$ cat src/rtl/axi_read_arbiter_2to1_if.sv
// AXI read-channel bundle (AR + R) shared by both upstream masters and the RAM side.
interface axi_read_arbiter_2to1_if #(
    parameter int ADDR_W = 12,
    parameter int DATA_W = 64,
    parameter int ID_W   = 8
);
    logic [ADDR_W-1:0] ar_addr;
    logic [1:0]        ar_burst;
    logic [2:0]        ar_size;
    logic [ID_W-1:0]   ar_id;
    logic [7:0]        ar_len;
    logic              ar_valid;
    logic              ar_ready;
    logic [DATA_W-1:0] r_data;
    logic [ID_W-1:0]   r_id;
    logic [1:0]        r_resp;
    logic              r_last;
    logic              r_valid;
    logic              r_ready;

    modport master (
        output ar_addr, ar_burst, ar_size, ar_id, ar_len, ar_valid,
        input  ar_ready,
        input  r_data, r_id, r_resp, r_last, r_valid,
        output r_ready
    );

    modport slave (
        input  ar_addr, ar_burst, ar_size, ar_id, ar_len, ar_valid,
        output ar_ready,
        output r_data, r_id, r_resp, r_last, r_valid,
        input  r_ready
    );
endinterface

$ cat src/rtl/axi_read_arbiter_2to1.sv
// Round-robin 2:1 AXI read arbiter: one burst outstanding, registered AR toward the RAM,
// combinational R routing to the granted master until the RLAST handshake.
module axi_read_arbiter_2to1 #(
    parameter int AXI_ADDR_WIDTH = 12,
    parameter int AXI_DATA_WIDTH = 64,
    parameter int AXI_ID_WIDTH   = 8
) (
    input  logic                    axi_clk,
    input  logic                    axi_reset,
    axi_read_arbiter_2to1_if.slave  s0,
    axi_read_arbiter_2to1_if.slave  s1,
    axi_read_arbiter_2to1_if.master m
);
    typedef enum logic [1:0] {
        ST_IDLE = 2'd0,
        ST_ADDR = 2'd1,
        ST_DATA = 2'd2
    } state_t;

    state_t                    r_state;
    state_t                    w_next_state;
    logic                      r_sel;
    logic                      r_prio;
    logic                      r_ar_valid;
    logic [AXI_ADDR_WIDTH-1:0] r_ar_addr;
    logic [1:0]                r_ar_burst;
    logic [2:0]                r_ar_size;
    logic [AXI_ID_WIDTH-1:0]   r_ar_id;
    logic [7:0]                r_ar_len;

    logic                      w_grant;
    logic                      w_grant_sel;
    logic                      w_last_hs;
    logic                      w_s0_ar_ready;
    logic                      w_s1_ar_ready;
    logic                      w_s0_r_valid;
    logic                      w_s1_r_valid;
    logic                      w_m_r_ready;
    logic [AXI_DATA_WIDTH-1:0] w_r_data;
    logic [AXI_ID_WIDTH-1:0]   w_r_id;

    // Next-state, grant and handshake decode; reset forces every ready/valid low.
    always_comb begin
        w_next_state  = r_state;
        w_grant       = 1'b0;
        w_grant_sel   = r_sel;
        w_last_hs     = 1'b0;
        w_s0_ar_ready = 1'b0;
        w_s1_ar_ready = 1'b0;
        w_s0_r_valid  = 1'b0;
        w_s1_r_valid  = 1'b0;
        w_m_r_ready   = 1'b0;
        case (r_state)
            ST_IDLE: begin
                if (!axi_reset && (s0.ar_valid || s1.ar_valid)) begin
                    w_grant       = 1'b1;
                    w_grant_sel   = (s0.ar_valid && s1.ar_valid) ? r_prio : s1.ar_valid;
                    w_s0_ar_ready = ~w_grant_sel;
                    w_s1_ar_ready = w_grant_sel;
                    w_next_state  = ST_ADDR;
                end else begin
                    w_next_state  = ST_IDLE;
                end
            end
            ST_ADDR: begin
                if (r_ar_valid && m.ar_ready) begin
                    w_next_state = ST_DATA;
                end else begin
                    w_next_state = ST_ADDR;
                end
            end
            ST_DATA: begin
                if (!axi_reset) begin
                    w_m_r_ready  = r_sel ? s1.r_ready : s0.r_ready;
                    w_s0_r_valid = ~r_sel & m.r_valid;
                    w_s1_r_valid = r_sel & m.r_valid;
                end else begin
                    w_m_r_ready  = 1'b0;
                end
                if (m.r_valid && w_m_r_ready && m.r_last) begin
                    w_last_hs    = 1'b1;
                    w_next_state = ST_IDLE;
                end else begin
                    w_next_state = ST_DATA;
                end
            end
            default: begin
                w_next_state = ST_IDLE;
            end
        endcase
    end

    // State, grant bookkeeping and the registered downstream AR channel.
    always_ff @(posedge axi_clk) begin
        if (axi_reset) begin
            r_state    <= ST_IDLE;
            r_sel      <= 1'b0;
            r_prio     <= 1'b0;
            r_ar_valid <= 1'b0;
            r_ar_addr  <= {AXI_ADDR_WIDTH{1'b0}};
            r_ar_burst <= 2'd0;
            r_ar_size  <= 3'd0;
            r_ar_id    <= {AXI_ID_WIDTH{1'b0}};
            r_ar_len   <= 8'd0;
        end else begin
            r_state <= w_next_state;
            if (w_grant) begin
                r_sel      <= w_grant_sel;
                r_ar_valid <= 1'b1;
                r_ar_addr  <= w_grant_sel ? s1.ar_addr  : s0.ar_addr;
                r_ar_burst <= w_grant_sel ? s1.ar_burst : s0.ar_burst;
                r_ar_size  <= w_grant_sel ? s1.ar_size  : s0.ar_size;
                r_ar_id    <= w_grant_sel ? s1.ar_id    : s0.ar_id;
                r_ar_len   <= w_grant_sel ? s1.ar_len   : s0.ar_len;
            end else if (r_ar_valid && m.ar_ready) begin
                r_ar_valid <= 1'b0;
            end
            // The loser of this burst is favoured on the next tie.
            if (w_last_hs) begin
                r_prio <= ~r_sel;
            end
        end
    end

    assign w_r_data    = m.r_data;
    assign w_r_id      = m.r_id;

    assign s0.ar_ready = w_s0_ar_ready;
    assign s1.ar_ready = w_s1_ar_ready;
    assign s0.r_data   = w_r_data;
    assign s1.r_data   = w_r_data;
    assign s0.r_id     = w_r_id;
    assign s1.r_id     = w_r_id;
    assign s0.r_resp   = m.r_resp;
    assign s1.r_resp   = m.r_resp;
    assign s0.r_last   = m.r_last;
    assign s1.r_last   = m.r_last;
    assign s0.r_valid  = w_s0_r_valid;
    assign s1.r_valid  = w_s1_r_valid;

    assign m.ar_addr   = r_ar_addr;
    assign m.ar_burst  = r_ar_burst;
    assign m.ar_size   = r_ar_size;
    assign m.ar_id     = r_ar_id;
    assign m.ar_len    = r_ar_len;
    assign m.ar_valid  = r_ar_valid;
    assign m.r_ready   = w_m_r_ready;
endmodule

$ cat src/flat_wrapper.sv
// flat-port wrapper written by rule: the top's interface ports become plain ports
module axi_read_arbiter_2to1_flat 
#(
    parameter int AXI_ADDR_WIDTH = 12,
    parameter int AXI_DATA_WIDTH = 64,
    parameter int AXI_ID_WIDTH   = 8
)
  (axi_clk, axi_reset, s0_ar_addr, s0_ar_burst, s0_ar_size, s0_ar_id, s0_ar_len, s0_ar_valid, s0_ar_ready, s0_r_data, s0_r_id, s0_r_resp, s0_r_last, s0_r_valid, s0_r_ready, s1_ar_addr, s1_ar_burst, s1_ar_size, s1_ar_id, s1_ar_len, s1_ar_valid, s1_ar_ready, s1_r_data, s1_r_id, s1_r_resp, s1_r_last, s1_r_valid, s1_r_ready, m_ar_addr, m_ar_burst, m_ar_size, m_ar_id, m_ar_len, m_ar_valid, m_ar_ready, m_r_data, m_r_id, m_r_resp, m_r_last, m_r_valid, m_r_ready);
  axi_read_arbiter_2to1_if #(.ADDR_W((12)), .DATA_W((64)), .ID_W((8))) s0_i ();
  axi_read_arbiter_2to1_if #(.ADDR_W((12)), .DATA_W((64)), .ID_W((8))) s1_i ();
  axi_read_arbiter_2to1_if #(.ADDR_W((12)), .DATA_W((64)), .ID_W((8))) m_i ();
  input  logic axi_clk;
  input  logic axi_reset;
  input wire logic [$bits(s0_i.ar_addr)-1:0] s0_ar_addr;
  input wire logic [$bits(s0_i.ar_burst)-1:0] s0_ar_burst;
  input wire logic [$bits(s0_i.ar_size)-1:0] s0_ar_size;
  input wire logic [$bits(s0_i.ar_id)-1:0] s0_ar_id;
  input wire logic [$bits(s0_i.ar_len)-1:0] s0_ar_len;
  input wire logic [$bits(s0_i.ar_valid)-1:0] s0_ar_valid;
  output wire logic [$bits(s0_i.ar_ready)-1:0] s0_ar_ready;
  output wire logic [$bits(s0_i.r_data)-1:0] s0_r_data;
  output wire logic [$bits(s0_i.r_id)-1:0] s0_r_id;
  output wire logic [$bits(s0_i.r_resp)-1:0] s0_r_resp;
  output wire logic [$bits(s0_i.r_last)-1:0] s0_r_last;
  output wire logic [$bits(s0_i.r_valid)-1:0] s0_r_valid;
  input wire logic [$bits(s0_i.r_ready)-1:0] s0_r_ready;
  input wire logic [$bits(s1_i.ar_addr)-1:0] s1_ar_addr;
  input wire logic [$bits(s1_i.ar_burst)-1:0] s1_ar_burst;
  input wire logic [$bits(s1_i.ar_size)-1:0] s1_ar_size;
  input wire logic [$bits(s1_i.ar_id)-1:0] s1_ar_id;
  input wire logic [$bits(s1_i.ar_len)-1:0] s1_ar_len;
  input wire logic [$bits(s1_i.ar_valid)-1:0] s1_ar_valid;
  output wire logic [$bits(s1_i.ar_ready)-1:0] s1_ar_ready;
  output wire logic [$bits(s1_i.r_data)-1:0] s1_r_data;
  output wire logic [$bits(s1_i.r_id)-1:0] s1_r_id;
  output wire logic [$bits(s1_i.r_resp)-1:0] s1_r_resp;
  output wire logic [$bits(s1_i.r_last)-1:0] s1_r_last;
  output wire logic [$bits(s1_i.r_valid)-1:0] s1_r_valid;
  input wire logic [$bits(s1_i.r_ready)-1:0] s1_r_ready;
  output wire logic [$bits(m_i.ar_addr)-1:0] m_ar_addr;
  output wire logic [$bits(m_i.ar_burst)-1:0] m_ar_burst;
  output wire logic [$bits(m_i.ar_size)-1:0] m_ar_size;
  output wire logic [$bits(m_i.ar_id)-1:0] m_ar_id;
  output wire logic [$bits(m_i.ar_len)-1:0] m_ar_len;
  output wire logic [$bits(m_i.ar_valid)-1:0] m_ar_valid;
  input wire logic [$bits(m_i.ar_ready)-1:0] m_ar_ready;
  input wire logic [$bits(m_i.r_data)-1:0] m_r_data;
  input wire logic [$bits(m_i.r_id)-1:0] m_r_id;
  input wire logic [$bits(m_i.r_resp)-1:0] m_r_resp;
  input wire logic [$bits(m_i.r_last)-1:0] m_r_last;
  input wire logic [$bits(m_i.r_valid)-1:0] m_r_valid;
  output wire logic [$bits(m_i.r_ready)-1:0] m_r_ready;
  assign s0_i.ar_addr = s0_ar_addr;
  assign s0_i.ar_burst = s0_ar_burst;
  assign s0_i.ar_size = s0_ar_size;
  assign s0_i.ar_id = s0_ar_id;
  assign s0_i.ar_len = s0_ar_len;
  assign s0_i.ar_valid = s0_ar_valid;
  assign s0_ar_ready = s0_i.ar_ready;
  assign s0_r_data = s0_i.r_data;
  assign s0_r_id = s0_i.r_id;
  assign s0_r_resp = s0_i.r_resp;
  assign s0_r_last = s0_i.r_last;
  assign s0_r_valid = s0_i.r_valid;
  assign s0_i.r_ready = s0_r_ready;
  assign s1_i.ar_addr = s1_ar_addr;
  assign s1_i.ar_burst = s1_ar_burst;
  assign s1_i.ar_size = s1_ar_size;
  assign s1_i.ar_id = s1_ar_id;
  assign s1_i.ar_len = s1_ar_len;
  assign s1_i.ar_valid = s1_ar_valid;
  assign s1_ar_ready = s1_i.ar_ready;
  assign s1_r_data = s1_i.r_data;
  assign s1_r_id = s1_i.r_id;
  assign s1_r_resp = s1_i.r_resp;
  assign s1_r_last = s1_i.r_last;
  assign s1_r_valid = s1_i.r_valid;
  assign s1_i.r_ready = s1_r_ready;
  assign m_ar_addr = m_i.ar_addr;
  assign m_ar_burst = m_i.ar_burst;
  assign m_ar_size = m_i.ar_size;
  assign m_ar_id = m_i.ar_id;
  assign m_ar_len = m_i.ar_len;
  assign m_ar_valid = m_i.ar_valid;
  assign m_i.ar_ready = m_ar_ready;
  assign m_i.r_data = m_r_data;
  assign m_i.r_id = m_r_id;
  assign m_i.r_resp = m_r_resp;
  assign m_i.r_last = m_r_last;
  assign m_i.r_valid = m_r_valid;
  assign m_r_ready = m_i.r_ready;
  axi_read_arbiter_2to1 #(.AXI_ADDR_WIDTH(AXI_ADDR_WIDTH), .AXI_DATA_WIDTH(AXI_DATA_WIDTH), .AXI_ID_WIDTH(AXI_ID_WIDTH)) u_core (.axi_clk(axi_clk), .axi_reset(axi_reset), .s0(s0_i), .s1(s1_i), .m(m_i));
endmodule
$ cat config.mk
export PLATFORM = sky130hd
export DESIGN_NAME = axi_read_arbiter_2to1_flat
export DESIGN_NICKNAME = d
export VERILOG_FILES = /design/src/rtl/axi_read_arbiter_2to1_if.sv /design/src/rtl/axi_read_arbiter_2to1.sv /design/src/flat_wrapper.sv
export SDC_FILE = /design/constraint.sdc
export NUM_CORES = 1
export LEC_CHECK = 0
export CORE_AREA = 2 2 131 133
export DETAILED_ROUTE_END_ITERATION = 12
export DIE_AREA = 0 0 133 135
export PLACE_DENSITY = 0.65
export SYNTH_ARGS = -nofsm -noshare
export SYNTH_HDL_FRONTEND = slang
export SYNTH_SLANG_ARGS = --single-unit
$ cat constraint.sdc
create_clock -name axi_clk -period 4.85 [get_ports axi_clk]
set_clock_uncertainty 0.05 [all_clocks]
set_input_delay 1.455 -clock axi_clk [delete_from_list [all_inputs] [get_ports axi_clk]]
set_output_delay 1.455 -clock axi_clk [all_outputs]
set_load 0.05 [all_outputs]
==> results.md, run 1 <==
- The area of the multi-input gates is between 700 and 800 um2.
- For the worst setup path, the data arrival time is approximately 2.8 ns.
- In this run the worst path has a maximum fanout of 3.
- The filler-free cell count of the finished design is slightly above 500.
- The total count of max-transition violations in the final report is 0.
- The largest net degree at the start of global routing is 34.
- By area the synthesized netlist is led by buf_4 (41%), dfxtp_1 (27%), a222oi_1 (6.8%).
- The maximum level of the CTS H-tree is 2.
- For this block, the via count after detailed routing is 2,019.
- The largest area contributor in the netlist is buf_4.
- The pre-antenna-repair detailed-routing pass consisted of 4 iterations.
- CTS saw 38 sinks.
- Summed over all cells, the static leakage comes to between 0.001 and 0.0015 uW.
- The register area share after synthesis is between 20% and 30%.
- The die span in x is 133 um.
- The design draws approximately 960 uW.
- Max-cap violations in this run came to 0.
- The critical path in this run is classified as in -> out.
- The wire length of the first global-routing pass is roughly 13,000 um.
- The root cell of the clock tree is clkbuf_16.
- The clock latency on the worst-skew pair is 0.28 ns.
- The critical path endpoint category is an output pin.
- The post-CTS setup-driven buffer insertion count is 0.
- Setup repair after global routing left no endpoint under its margin.
- Counting every instance in the synthesized netlist gives 331.
- The number of buffers between clock root and the deepest sink is 2.
- The total standard cell area after synthesis is 2790 um2.
- The number of port buffers is 115.
- The number of register bits inferred by synthesis is 38.
- The number of fill cells is 1,778.
- The initial antenna violation count is 0.
- During synthesis, Yosys emitted a total of 0 warnings.
- With fillers left out, the area of the finished cells amounts to around 3200 um2.
- The clock tree from TritonCTS is done.
- Buffers inserted to repair hold after CTS numbered 0.
- The fraction of final layout cells with drive strength greater than 1 is 8.25%.
- The number of buffer and inverter instances along the worst setup path is 2.
- The run finished with clean final reports.
- The worst slew margin relative to its limit is 40.6%.
- In the final timing run, aggregate negative setup slack is 0 ns.
- Clock-pin slew was measured on the worst setup and hold paths at roughly 0.060 ns.
- The maximum cell stage delay along the critical path is 0.81 ns.
- For this configuration, the core starts out at a cell density of between 10% and 20%.
- The cell type with the highest occurrence count on the critical path is clkdlybuf4s50_1.
- For this block, the initial DRC count from the detailed router was approximately 130.
- In this run the vertical extent of the chip is between 100 and 150 um.
- The routed wire length per instance is ~18 um.
- Summed over all layers, the global routing overflow is 0.
- Counting distinct cell types in the post-synthesis netlist gives 26.
- Routability-driven placement finished with a final weighted congestion of 0.710.
- The placed cell count is between 500 and 600.
- The post-route fraction of the period consumed by the critical path is around nine tenths.
- The area added between synthesis and finish is 14.0%.
- The critical path's top delay family is buffers and inverters.
- TritonCTS created 5 clock buffers.
- In this run the remaining antenna-violating nets after routing total 0.
- In this run the cell area measured after placement is around 3000 um2.
- The number of global-route vias before repair is between 2,000 and 2,500.
- The highest ir drop seen on vdd is 0.124 mV.
- The via density per instance is a little under 4.
- The min-delay analysis places its worst path in the category reg -> reg.
- STA puts the critical path data required time at around 3.4 ns.
- The master of the slowest instance on the critical path is clkdlybuf4s50_1.
- In this run the biggest area consumer among cell types represents about two fifths of the synthesized area.
- After detailed routing, the number of remaining DRC violations is 0.
- The ratio of total power to cell area is roughly 300 nW/um2.
- The area inside the core boundary is approximately 16,000 um2.
- The count of nets after finishing is ~440.
- The minimum period implied by the final worst setup slack is 4.28 ns.
- The number of hold violations in the final report is 0.
- Summed over all nets, the half-perimeter wirelength after detailed placement is 7320 um.
- The number of rows created at floorplan is 47.
- The post-synthesis average cell area is around 8.4 um2.
- The number of nets in the synthesized netlist is 480.
- Summing all flip-flop and latch instances after layout gives 761 um2.
- The final number of setup-violating endpoints is 0.
- Derived from the worst setup path, the maximum achievable clock frequency is about 0.23 GHz.
- The worst setup path is launched from an input port.
- The floorplan step defined a die boundary enclosing approximately 18,000 um2.
- Traced cell by cell, the critical path runs through clkdlybuf4s50_1, clkdlybuf4s50_1.
- Across every metal layer, demand over resource in global routing totals 9.75%.
- The total of cells resized after clock tree synthesis is 0.
- The actual slew at the worst max-slew pin is 0.891 ns.
- The routed design has slightly above 9000 um of wire.
- Pin placement for this block handled about 340 I/O pins.
- The count of antenna diodes in the layout is 0.
kinds of logic (layout without fill, tap and decap cells):
group / after synthesis / after routing / share of synthesized area [%]
mux: 2 / 2 / 0.719
flops: 38 / 38 / 27.3
simple gates: 68 / 68 / 13.1
compound gates: 52 / 52 / 13.5
buf+inv: 171 / 131 / 45.3
cells in the mapped netlist (all sizes together):
cell / n
nor4: 1
inv: 2
and4bb: 1
a21oi: 18
a222oi: 19
nor2b: 1
nor4b: 3
nand3: 1
dfxtp: 38
nand2b: 1
buf: 163
nor2: 23
o311ai: 1
o22ai: 14
nand2: 18
mux2i: 2
clkbuf: 6
or2: 2
or2b: 1
nor3: 1
nor3b: 15
power by group:
group / switching [uW] / leakage (uW) / internal, uW
Combinational: 159 / 0.000677 / 122
Clock: 130 / 0.0000729 / 204
Sequential: 12.9 / 0.000311 / 334
sequential cells by signal, indices dropped and copies added, names as in the netlist:
signal	count
u_core.m.ar_id	8
u_core.r_prio	1
u_core.m.ar_addr	12
u_core.m.ar_len	8
u_core.m.ar_valid	1
u_core.m.ar_size	3
u_core.m.ar_burst	2
u_core.r_state	2
u_core.r_sel	1
metrics by stage:
stage,util [%],setup WS (ns),hold WS [ns]
after floorplan,-,0.0820,0.433
after global placement,18.4,0.578,0.395
after detailed placement,18.4,0.574,0.395
after CTS,19.4,0.569,0.403
after global routing,19.4,0.539,0.433
final,19.4,0.575,0.405
placed cells by master, fill, tap and decap left out, drive strengths merged:
| cell | n |
|---|---|
| a21oi | 18 |
| a222oi | 19 |
| and4bb | 1 |
| buf | 12 |
| clkbuf | 6 |
| clkdlybuf4s50 | 109 |
| clkinv | 1 |
| clkinvlp | 1 |
| dfxtp | 38 |
| inv | 2 |
| mux2i | 2 |
| nand2 | 18 |
| nand2b | 1 |
| nand3 | 1 |
| nor2 | 23 |
| nor2b | 1 |
| nor3 | 1 |
| nor3b | 15 |
| nor4 | 1 |
| nor4b | 3 |
| o22ai | 14 |
| o311ai | 1 |
| or2 | 2 |
| or2b | 1 |
layer usage:
metal	track usage [%]	vias up	share of wire (%)
li1	-	897	-
met1	9.42	864	34
met2	15.9	206	46
met3	6.19	50	15
met4	5.20	2	4.6
met5	1.67	-	0.40
layout make-up:
cell class                 count  area share, %
clock buffer                   6           4.37
timing repair buffer         121           37.9
multi-input combinational    122           24.5
clock inverter                 2          0.394
inverter                       2          0.236
tap                          220           8.67
sequential                    38           24.0
worst paths after layout:
kind,slack (ns),startpoint,endpoint,depth (start not counted)
max,0.57,m_r_last,s0_r_last,2
min reg2reg,0.41,u_core.m.ar_id[6],u_core.m.ar_id[6],2
max reg2reg,2.35,u_core.r_state[1],u_core.m.ar_size[2],5
min,0.41,u_core.m.ar_id[6],u_core.m.ar_id[6],2
Power figures use the tool's default switching activity.
==> run 2: changes to the inputs <==
--- a/config.mk
+++ b/config.mk
@@ -6,6 +6,7 @@
 export NUM_CORES = 1
 export LEC_CHECK = 0
 export CORE_AREA = 2 2 131 133
+export CTS_BUF_LIST = sky130_fd_sc_hd__clkbuf_16
 export DETAILED_ROUTE_END_ITERATION = 12
 export DIE_AREA = 0 0 133 135
 export PLACE_DENSITY = 0.65
==> run 2 against run 1 <==
  * Final area down 0.32%
  * Setup slack did not move
  * Count of clock-buffer cells in the layout fell by 1
  * Worst hold slack did not move
  * Die area is the same
  * Clock power down 5%
  * Routed wire length shrank 0.11%
  * Largest cell class unchanged
  * Critical path depth stayed put
  * Non-clock buffer count stayed put
  * Maximum frequency stayed put
==> results.md, run 2 (synthesis results as in run 1) <==
- The flow ran to the end, and the final reports show no timing, DRC or antenna violations.
- The most numerous cell type found on the critical path is clkdlybuf4s50_1.
- The height of the die is approximately 140 um.
- After detailed routing, the total wire length is between 9000 and 10,000 um.
- The final layout contains 439 nets.
- The number of primary I/O pins is 338.
- The worst path arrival time is 2.77 ns.
- The total clock sinks is 38.
- The maximum fanout count along the critical path is 3.
- The number of iterations in the first detailed-routing pass is 6.
- The ratio of total power to cell area is between 200 and 300 nW/um2.
- The routed wire length per instance is between 15 and 20 um.
- The number of gates resized after CTS was 0.
- On the worst path, the slowest cell contributes a delay of slightly above 0.8 ns.
- The top cell types in the final layout, fill and taps aside, are clkdlybuf4s50_1 (109), dfxtp_1 (38), nor2_1 (23), a222oi_1 (19).
- The register with the most flip-flops in the layout has 12 of them.
- Entering global routing, the biggest net connects 34 pins.
- For this configuration, the core starts out at a cell density of between 10% and 20%.
- In this run the remaining antenna-violating nets after routing total 0.
- After detailed routing, the number of vias per cell comes to approximately 4.
- The number of hold violations in the final report was 0.
- The worst path uses between 80% and 90% of the clock period.
- The minimum period implied by the final worst setup slack is 4.28 ns.
- Across all layers, the routed design uses 2,014 vias.
- The critical path endpoint category is an output pin.
- The actual slew at the worst max-slew pin is 0.891 ns.
- Setup repair after global routing left no endpoint under its margin.
- The area inside the core boundary is roughly 16,000 um2.
- Timing analysis after detailed placement gives a worst setup slack of around 0.57 ns.
- The most common cell after layout, fill and taps aside is clkdlybuf4s50_1.
- The total count of max-transition violations in the final report is 0.
- In this run the horizontal extent of the chip is about 130 um.
- Clock-pin slew was measured on the worst setup and hold paths at 0.06 ns.
- VDD sags by at most 0.119 mV.
- The fraction of final layout cells with drive strength greater than 1 is 7.90%.
- Across the run, the number of max-cap violations was 0.
- The tightest min-delay check is of the reg -> reg type.
- The later pin in the worst-skew pair is clocked with a latency of about 0.28 ns.
- The master of the slowest instance on the critical path is clkdlybuf4s50_1.
- The total global routing overflow is 0.
- Traced cell by cell, the critical path runs through clkdlybuf4s50_1, clkdlybuf4s50_1.
- Relative to the synthesized area, the layout overhead comes to 13.7%.
- The placed wire-length estimate is 7320 um.
- The highest clock frequency the design can meet is 0.234 GHz.
- The critical path's top delay family is buffers and inverters.
- The worst setup path is of the in -> out kind.
- TritonCTS built the clock tree.
- The detailed router finished its first iteration with around 130 violations.
- The die covers around 18,000 um2.
- The root cell of the clock tree is clkbuf_16.
- The number of rows created at floorplan is 47.
- The number of buffer and inverter instances along the worst setup path is 2.
- Global routing consumed, over all layers together, roughly a tenth of the routing resources.
- The number of buffers between clock root and the deepest sink is 2.
- The count of antenna diodes in the layout is 0.
- The placer congestion estimate is a little over 0.7.
- Setup slack closes at between 0.5 and 0.6 ns.
- Input and output buffers added on the ports amount to approximately 120.
- Measured against its own limit, the worst slew margin works out to 40.6%.
- STA classifies the critical path startpoint as an input port.
- The setup TNS after final layout is 0 ns.
- After clock tree synthesis, the flow added hold-fix buffers numbering 0.
- The number of buffers inserted during clock tree synthesis is 5.
- In the routed design, unresolved DRC markers number 0.
- The number of setup buffers added after CTS is 0.
- Hold timing on the final database bottoms out at a slack of about 0.41 ns.
- The number of global-route vias before repair is about 2,100.
- The required time of the worst setup path is between 3 and 4 ns.
- In this run the static leakage power is 0.00106 uW.
- The wire length of the first global-routing pass is 13,000 um.
- The H-tree was split into 2 levels.
- Setup violations remaining at the end of the flow were counted as 0.
- The initial antenna violation count was 0.
## run 2: cell count changes in the layout (fill, tap and decap cells not counted), sizes merged
cell	change
clkbuf	-1
clkinv	+1
## run 2: final timing paths
kind	slack, ns	cells after the start	endpoint	from
hold reg to reg	0.41	2	u_core.m.ar_id[6]	u_core.m.ar_id[6]
setup / recovery	0.57	2	s0_r_last	m_r_last
setup reg to reg	2.35	5	u_core.m.ar_size[2]	u_core.r_state[1]
hold / removal	0.41	2	u_core.m.ar_id[6]	u_core.m.ar_id[6]
## run 2: report_power, final
part	switching (uW)	internal [uW]
combinational	159	122
clock	130	188
sequential	12.9	334
total	302	644
## run 2: final cells by class
cell class / instances / area (um2)
clock buffers: 5 / 125
clock inverters: 3 / 16.3
fillers: 1779 / 13200
inverters: 2 / 7.51
multi-input cells: 122 / 777
flip-flops and latches: 38 / 761
well taps: 220 / 275
repair buffers: 121 / 1200
## run 2: per-stage QoR
stage          power [uW]  instance area [um2]  utilization, %  instances
3_3_place_gp          633                 3020            18.4        503
6_report              946                 3170            19.3        511
4_1_cts               963                 3170            19.3        511
3_5_place_dp          637                 3020            18.4        503
5_1_grt               991                 3170            19.3        511
2_1_floorplan         842                 2790               -        331
## run 2: routing by layer
metal / vias to the layer above / global-route usage (%) / part of all wire, %
met2: 205 / 15.9 / 46
met3: 50 / 6.19 / 15
li1: 898 / - / -
met1: 859 / 9.42 / 34
met5: - / 1.67 / 0.40
met4: 2 / 5.20 / 4.6
